### config.mk
export PLATFORM = sky130hd
export DESIGN_NAME = dm_access_ctrl_flat
export DESIGN_NICKNAME = d
export VERILOG_FILES = /design/src/rtl/dm_access_ctrl_if.sv /design/src/rtl/dm_access_ctrl.sv /design/src/flat_wrapper.sv
export SDC_FILE = /design/constraint.sdc
export NUM_CORES = 1
export LEC_CHECK = 0
export BUFFER_PORTS_ARGS = -buffer_cell sky130_fd_sc_hd__buf_2
export CAP_MARGIN = 20
export CORE_MARGIN = 2
export CORE_UTILIZATION = 45
export DETAILED_ROUTE_END_ITERATION = 12
export MAX_ROUTING_LAYER = met4
export PLACE_DENSITY = 0.74
export SYNTH_ARGS = -nofsm -noshare
export SYNTH_HDL_FRONTEND = slang
export SYNTH_SLANG_ARGS = --single-unit
### constraint.sdc
create_clock -name clk -period 2.1 [get_ports clk]
set_input_delay 0.21 -clock clk [delete_from_list [all_inputs] [get_ports clk]]
set_output_delay 0.21 -clock clk [all_outputs]
set_load 0.01 [all_outputs]
### src/rtl/dm_access_ctrl_if.sv
// Core-side request/response bus of the data-memory access controller.
// master: the CPU core (issues requests, accepts responses).
// slave:  dm_access_ctrl (accepts requests, returns responses).
interface dm_access_ctrl_if #(
    parameter int DATA_W = 8,
    parameter int ADDR_W = 5
) ();
    logic              req_valid;
    logic              req_ready;
    logic              req_we;
    logic [ADDR_W-1:0] req_addr;
    logic [DATA_W-1:0] req_wdata;
    logic              rsp_valid;
    logic              rsp_ready;
    logic [DATA_W-1:0] rsp_rdata;
    logic              rsp_err;

    modport master (
        output req_valid, req_we, req_addr, req_wdata, rsp_ready,
        input  req_ready, rsp_valid, rsp_rdata, rsp_err
    );

    modport slave (
        input  req_valid, req_we, req_addr, req_wdata, rsp_ready,
        output req_ready, rsp_valid, rsp_rdata, rsp_err
    );
endinterface

### src/rtl/dm_access_ctrl.sv
// Initiator side of the data-memory (DM) interface.
// Takes one load/store at a time from the core, sequences memWrite/memRead
// towards the DM with address/data_in held stable, captures data_out and
// returns a response. Every output is registered.
// Optional feature macro: MEM_VERIFY_EN -- each store is followed by a
// read-back (VREAD) and rsp_err flags a mismatch. Without it rsp_err is 0.
module dm_access_ctrl #(
    parameter int DATA_W       = 8,
    parameter int ADDR_W       = 5,
    parameter int READ_LATENCY = 1   // cycles memRead is held, 1..7
) (
    input  logic              clk,
    input  logic              rst_n,
    dm_access_ctrl_if.slave   bus,
    output logic              memWrite,
    output logic              memRead,
    output logic [ADDR_W-1:0] address,
    output logic [DATA_W-1:0] data_in,
    input  logic [DATA_W-1:0] data_out
);

    // Value of the read counter on the final memRead cycle.
    localparam logic [2:0] LAST = 3'(READ_LATENCY - 1);

    typedef enum logic [2:0] {
        IDLE,
        WRITE,
        READ,
        RESP
`ifdef MEM_VERIFY_EN
        , VREAD
`endif
    } state_t;

    state_t            state, state_n;
    logic [2:0]        cnt, cnt_n;
    logic              req_ready_n;
    logic              rsp_valid_n;
    logic [DATA_W-1:0] rsp_rdata_n;
    logic              mem_write_n;
    logic              mem_read_n;
    logic [ADDR_W-1:0] address_n;
    logic [DATA_W-1:0] data_in_n;
`ifdef MEM_VERIFY_EN
    logic              rsp_err_n;
`else
    assign bus.rsp_err = 1'b0;
`endif

    // Next-state and next-output logic; every register holds unless changed.
    always_comb begin
        state_n     = state;
        cnt_n       = cnt;
        req_ready_n = bus.req_ready;
        rsp_valid_n = bus.rsp_valid;
        rsp_rdata_n = bus.rsp_rdata;
        mem_write_n = memWrite;
        mem_read_n  = memRead;
        address_n   = address;
        data_in_n   = data_in;
`ifdef MEM_VERIFY_EN
        rsp_err_n   = bus.rsp_err;
`endif
        case (state)
            IDLE: begin
                if (bus.req_valid && bus.req_ready) begin
                    address_n   = bus.req_addr;
                    data_in_n   = bus.req_wdata;
                    req_ready_n = 1'b0;
                    cnt_n       = '0;
                    if (bus.req_we) begin
                        state_n     = WRITE;
                        mem_write_n = 1'b1;
                    end else begin
                        state_n    = READ;
                        mem_read_n = 1'b1;
                    end
                end
            end
            WRITE: begin
                // memWrite is a single-cycle strobe.
                mem_write_n = 1'b0;
`ifdef MEM_VERIFY_EN
                // Address is already set up, so the read-back starts at once.
                state_n     = VREAD;
                mem_read_n  = 1'b1;
                cnt_n       = '0;
`else
                state_n     = RESP;
                rsp_valid_n = 1'b1;
`endif
            end
            READ: begin
                if (cnt == LAST) begin
                    mem_read_n  = 1'b0;
                    rsp_rdata_n = data_out;
                    rsp_valid_n = 1'b1;
                    state_n     = RESP;
                end else begin
                    cnt_n = cnt + 3'd1;
                end
            end
`ifdef MEM_VERIFY_EN
            VREAD: begin
                if (cnt == LAST) begin
                    // rsp_rdata is left alone: stores keep the last load data.
                    mem_read_n  = 1'b0;
                    rsp_err_n   = (data_out != data_in);
                    rsp_valid_n = 1'b1;
                    state_n     = RESP;
                end else begin
                    cnt_n = cnt + 3'd1;
                end
            end
`endif
            RESP: begin
                if (bus.rsp_ready) begin
                    rsp_valid_n = 1'b0;
                    req_ready_n = 1'b1;
                    state_n     = IDLE;
`ifdef MEM_VERIFY_EN
                    rsp_err_n   = 1'b0;
`endif
                end
            end
            default: begin
                state_n = IDLE;
            end
        endcase
    end

    // State and output registers; reset drops the DM strobes immediately.
    always_ff @(posedge clk or negedge rst_n) begin
        if (!rst_n) begin
            state         <= IDLE;
            cnt           <= '0;
            bus.req_ready <= 1'b1;
            bus.rsp_valid <= 1'b0;
            bus.rsp_rdata <= '0;
            memWrite      <= 1'b0;
            memRead       <= 1'b0;
            address       <= '0;
            data_in       <= '0;
`ifdef MEM_VERIFY_EN
            bus.rsp_err   <= 1'b0;
`endif
        end else begin
            state         <= state_n;
            cnt           <= cnt_n;
            bus.req_ready <= req_ready_n;
            bus.rsp_valid <= rsp_valid_n;
            bus.rsp_rdata <= rsp_rdata_n;
            memWrite      <= mem_write_n;
            memRead       <= mem_read_n;
            address       <= address_n;
            data_in       <= data_in_n;
`ifdef MEM_VERIFY_EN
            bus.rsp_err   <= rsp_err_n;
`endif
        end
    end

endmodule

### src/flat_wrapper.sv
// flat-port wrapper written by rule: the top's interface ports become plain ports
module dm_access_ctrl_flat 
#(
    parameter int DATA_W       = 8,
    parameter int ADDR_W       = 5,
    parameter int READ_LATENCY = 1                                  
)
  (clk, rst_n, memWrite, memRead, address, data_in, data_out, bus_req_valid, bus_req_we, bus_req_addr, bus_req_wdata, bus_rsp_ready, bus_req_ready, bus_rsp_valid, bus_rsp_rdata, bus_rsp_err);
  dm_access_ctrl_if #(.DATA_W(DATA_W), .ADDR_W(ADDR_W)) bus_i ();
  input  logic clk;
  input  logic rst_n;
  output logic memWrite;
  output logic memRead;
  output logic [ADDR_W-1:0] address;
  output logic [DATA_W-1:0] data_in;
  input  logic [DATA_W-1:0] data_out;
  input wire logic [$bits(bus_i.req_valid)-1:0] bus_req_valid;
  input wire logic [$bits(bus_i.req_we)-1:0] bus_req_we;
  input wire logic [$bits(bus_i.req_addr)-1:0] bus_req_addr;
  input wire logic [$bits(bus_i.req_wdata)-1:0] bus_req_wdata;
  input wire logic [$bits(bus_i.rsp_ready)-1:0] bus_rsp_ready;
  output wire logic [$bits(bus_i.req_ready)-1:0] bus_req_ready;
  output wire logic [$bits(bus_i.rsp_valid)-1:0] bus_rsp_valid;
  output wire logic [$bits(bus_i.rsp_rdata)-1:0] bus_rsp_rdata;
  output wire logic [$bits(bus_i.rsp_err)-1:0] bus_rsp_err;
  assign bus_i.req_valid = bus_req_valid;
  assign bus_i.req_we = bus_req_we;
  assign bus_i.req_addr = bus_req_addr;
  assign bus_i.req_wdata = bus_req_wdata;
  assign bus_i.rsp_ready = bus_rsp_ready;
  assign bus_req_ready = bus_i.req_ready;
  assign bus_rsp_valid = bus_i.rsp_valid;
  assign bus_rsp_rdata = bus_i.rsp_rdata;
  assign bus_rsp_err = bus_i.rsp_err;
  dm_access_ctrl #(.DATA_W(DATA_W), .ADDR_W(ADDR_W), .READ_LATENCY(READ_LATENCY)) u_core (.clk(clk), .rst_n(rst_n), .bus(bus_i), .memWrite(memWrite), .memRead(memRead), .address(address), .data_in(data_in), .data_out(data_out));
endmodule
# After elaboration in Yosys (flattened, before gate mapping)
# Cells that the tools add are included.
# totals
output_inout_bits,26
input_bits,26
reg_bits,31
# classes
n_eq_ne,9
n_reduce_logical,15
mux,21
n_addsub,1
# ops
operator,count
$mux 3,5
$reduce_and 3->1,5
$pmux 3 s4,1
$mux 1,9
$ne 2x2->1 const B,4
$eq 3x2->1 const B,2
$logic_not 3->1,2
$pmux 1 s2,3
$pmux 3 s2,1
$reduce_bool 2->1,3
$ne 2x1->1 const B,2
$reduce_and 2->1,2
$reduce_and 4->1,1
$add 3x1->3 const B,1
$eq 3x1->1 const B,1
$pmux 1 s3,1
$reduce_bool 3->1,1
$mux 2,1
$logic_and 1x1->1,1

# Longest topological paths before layout
# depth
depth_word,3
mapped_depth,6

# Worst setup path after synthesis
# Ideal clock, no wire load.
# synth_timing
path_type,register to register
startpoint,register u_core.state[0]
endpoint,register u_core.cnt[2]
slack_ps,389
setup_ps,80
n_path_buf,1
t_required_ps,2020
t_arrival_ps,1631
stages_incl_launch_ff,7
synth_period_minus_slack_ps,1711
cell_sequence,dfrtp_1 > inv_1 > ha_1 > and3b_1 > buf_6 > or4_4 > o211ai_2
# synth_between
elab_chain_cells,3
elab_cells_between_ends,7
cone_classes,eq/ne (3); mux (1); reduce/logical (3)
# synth_lines
element,line,text
from (decl),dm_access_ctrl.sv:35,"state_t state, state_n;"
from (signal assigned),dm_access_ctrl.sv:148,state <= state_n;
$eq 3x2->1 or $logic_not 3->1 (tied branches),dm_access_ctrl.sv:64,case (state)
$ne 2x2->1 (no source line) (tied with other cells),--,
$reduce_and 3->1 (no source line),--,
to (signal assigned),dm_access_ctrl.sv:149,cnt <= cnt_n;
to (decl),dm_access_ctrl.sv:36,"logic [2:0] cnt, cnt_n;"
# Parallel ways exist; a longest one is shown, timed or not.
# A chain may end at the register's enable or synchronous reset.

# Worst setup path in the final report
# Ends and elaborated chain as after synthesis.

==> flow_summary.yaml <==
outcome:
  outcome: "complete, no violations"
clocking:
  htree_levels: 2
  clk_path_buf_depth: 2
  clkTransAtPathRegs_ns: 0.10
  cts_sinks: 30
  cts-root-buf: "clkbuf_4"
  post_cts_buffers: 0
  insertion_delay_ns: 0.33
  cts_tree: "yes"
  ctsResizeCount: 0
  numCtsBuffers: 5
hold_path:
  hp-class: "in -> reg"
critical_path:
  path_class: "reg -> reg"
  arrival_ns: 2.10
  cp-end-kind: "flip-flop"
  crit_path_top_delay_cell: "or4_4"
  max_stage_delay_ns: 0.55
  crit_chain: "inv_1, ha_1, and3b_1, or4_4, o211ai_2"
  worstPathRequired_ns: 2.35
  crit_path_start_kind: "flip-flop"
  crit_fanout: 10
global_routing:
  first_global_vias: 1016
  use_met3_pct: 5.76
  grt.met2_usage_pct: 28.3
  grt_start_max_net_pins: 31
  antenna_found_initial: 0
  grt_usage_pct: 17.2
  top_usage_layer: "met2"
  grt_first_pass_wirelength_mm: 4.44
  grt_util_met1_pct: 19.3
  overflow: 0
detailed_routing:
  wl_per_cell_um: 12.2
  vias: 1083
  ant_nets: 0
  viasPerCell: 4.79
  drt_first_pass_iters: 2
  drtIter0Drc: 4
  route.detailed.drc: 0
  routed_wl_mm: 2.75
timing:
  period_share_pct: 88.3
  fin_tns_setup_ns: 0
  setup_viol: 0
  finalHoldViolCount: 0
  max_freq_ghz: 0.539
  rsz0062_at_grt: "no"
  slew_viol_final: 0
  skew_ns: 0.00894
  slew_headroom_pct: 56.6
  period_needed_ns: 1.85
  tightestPinTransition_ns: 0.651
final_layout:
  design_area_sq_mm: 0.00180
  drive_gt1_share_pct: 44.0
  nNetsFinal: 216
  area_growth_pct: 25.9
  multi_input_area_sq_um: 622
  fin_cells: 226
  diodes: 0
  layout_commonest_cell: "buf_2"
  nFillCells: 283
  register_area_sq_um: 752
  layout_common_cells: "buf_2, nand2_1, dfrtp_1"
flow_run:
  drv_cap: 0
die:
  rows: 20
  io_pins: 52
  core_sq_mm: 0.00305
  die_x_um: 60.4
  die_area_sq_mm: 0.00365
  die_h_um: 60.4
  start_util_pct: 46.9
power:
  switching_share_pct: 21.2
  p_int_uw: 843
  p_sw_uw: 226
  leakagePower_uw: 0.000959
  power_frac_clock_pct: 42.2
  powerDensity_mw_per_mm2: 593
  vdd_drop_max_mv: 0.259
  p_comb_share_pct: 3.8
  seqPwrFrac_pct: 54.0
place:
  gp_congestion: 0.843
  hpwl_mm: 2.14
  port_buffers: 50
  dpl.cell_count: 217
  postPlaceCellArea_sq_mm: 0.00172
yosys:
  async_reset_ff_share_pct: 100
  ys_warn_count: 0
  ys.flop_type: "dfrtp_1"
  yosys_register_bits: 30
  syn_nets: 161
  netlist_area_sq_mm: 0.00143
  synth_top_area_cell: "dfrtp_1"
  synth_top_cell_area_share_pct: 50.7
  synth-seq-area-share_pct: 52.5
  netlist_instances: 126
  ys_top_cells_by_area: "dfrtp_1, mux2_2, ha_1, nand2_1, mux2i_1"
  synth-edff-count: 0
  ys_types: 30
  synth.avg_cell_area_sq_um: 11.4
-- final cells by class --
class / count / area share (%)
flip-flops and latches: 30 / 41.7
well taps: 44 / 3.05
repair buffers: 52 / 14.8
clock inverters: 3 / 2.22
clock buffers: 5 / 2.08
inverters: 8 / 1.66
multi-input cells: 84 / 34.5
-- logic make-up (layout without fill, tap and decap cells) --
group                    Yosys count  count (layout)  share of synthesized area, %
other                              1               1                         0.262
AND/OR/NAND/NOR                   42              42                          13.9
adder cells (fa/ha/maj)            9               9                          7.86
multiplexers                      18              18                          13.8
flip-flops                        30              30                          52.5
AO/OA/AOI/OAI                     14              14                          7.60
buffers and inverters             12              68                          4.11
-- worst max-delay path, delay by kind of cell (launching register included) --
family | cells | cell delay (ns)
and+or+nand+nor | 2 | 0.86
AOI/OAI and AO/OA | 1 | 0.09
buffers and inverters | 1 | 0.12
DFF | 1 | 0.43
adders and majority gates | 1 | 0.29
-- state kept, by name, indices dropped and copies added (netlist names), 2 cells and up --
register              flops
u_core.address            5
u_core.cnt                3
u_core.state              2
u_core.bus.rsp_rdata      8
u_core.data_in            8
-- Yosys cell counts (all sizes together), types with 3 or more instances --
master	n
mux2i	4
buf	4
mux2	14
dfrtp	29
nand2	29
inv	8
nand3	3
o21ai	4
ha	9
-- layer usage --
layer / up-vias / routed length, um
met5: - / 0
met4: 0 / 38
met3: 5 / 199
met2: 37 / 1310
met1: 506 / 1200
li1: 535 / -
-- final timing paths --
path	startpoint	to	slack [ns]	cells past startpoint
max in group asynchronous	rst_n	u_core.bus.rsp_rdata[4]	1.24	2
worst min register to register	u_core.bus.rsp_rdata[0]	u_core.bus.rsp_rdata[0]	0.48	2
worst max-delay path	u_core.state[0]	u_core.cnt[2]	0.25	5
min in group asynchronous	rst_n	u_core.address[2]	0.43	2
worst max register to register	u_core.state[0]	u_core.cnt[2]	0.25	5
worst min-delay path	data_out[6]	u_core.bus.rsp_rdata[6]	0.07	3
-- power groups by stage --
stage	registers (uW)	clock network [uW]	logic, uW
3_3_place_gp	589	0	39.4
2_1_floorplan	589	0	5.55
3_5_place_dp	589	0	40.5
6_report	577	451	40.7
5_1_grt	578	489	47.4
4_1_cts	577	467	42.0
-- through the flow --
step | hold slack, ns | power [uW] | utilization (%) | worst slack [ns]
2_1_floorplan | -0.0856 | 594 | - | 0.389
3_3_place_gp | 0.263 | 628 | 56.2 | 0.340
3_5_place_dp | 0.280 | 629 | 56.2 | 0.256
4_1_cts | 0.0593 | 1090 | 59.1 | 0.239
5_1_grt | 0.0635 | 1110 | 59.1 | 0.146
6_report | 0.0663 | 1070 | 59.1 | 0.245
-- repair_timing --
item | in CTS | in global routing
hold buffers | 1 | 0
endpoints found under the hold margin | 29 | 0
endpoints found under the setup margin | 0 | 0
No activity file was read; power rests on OpenSTA's default activity.
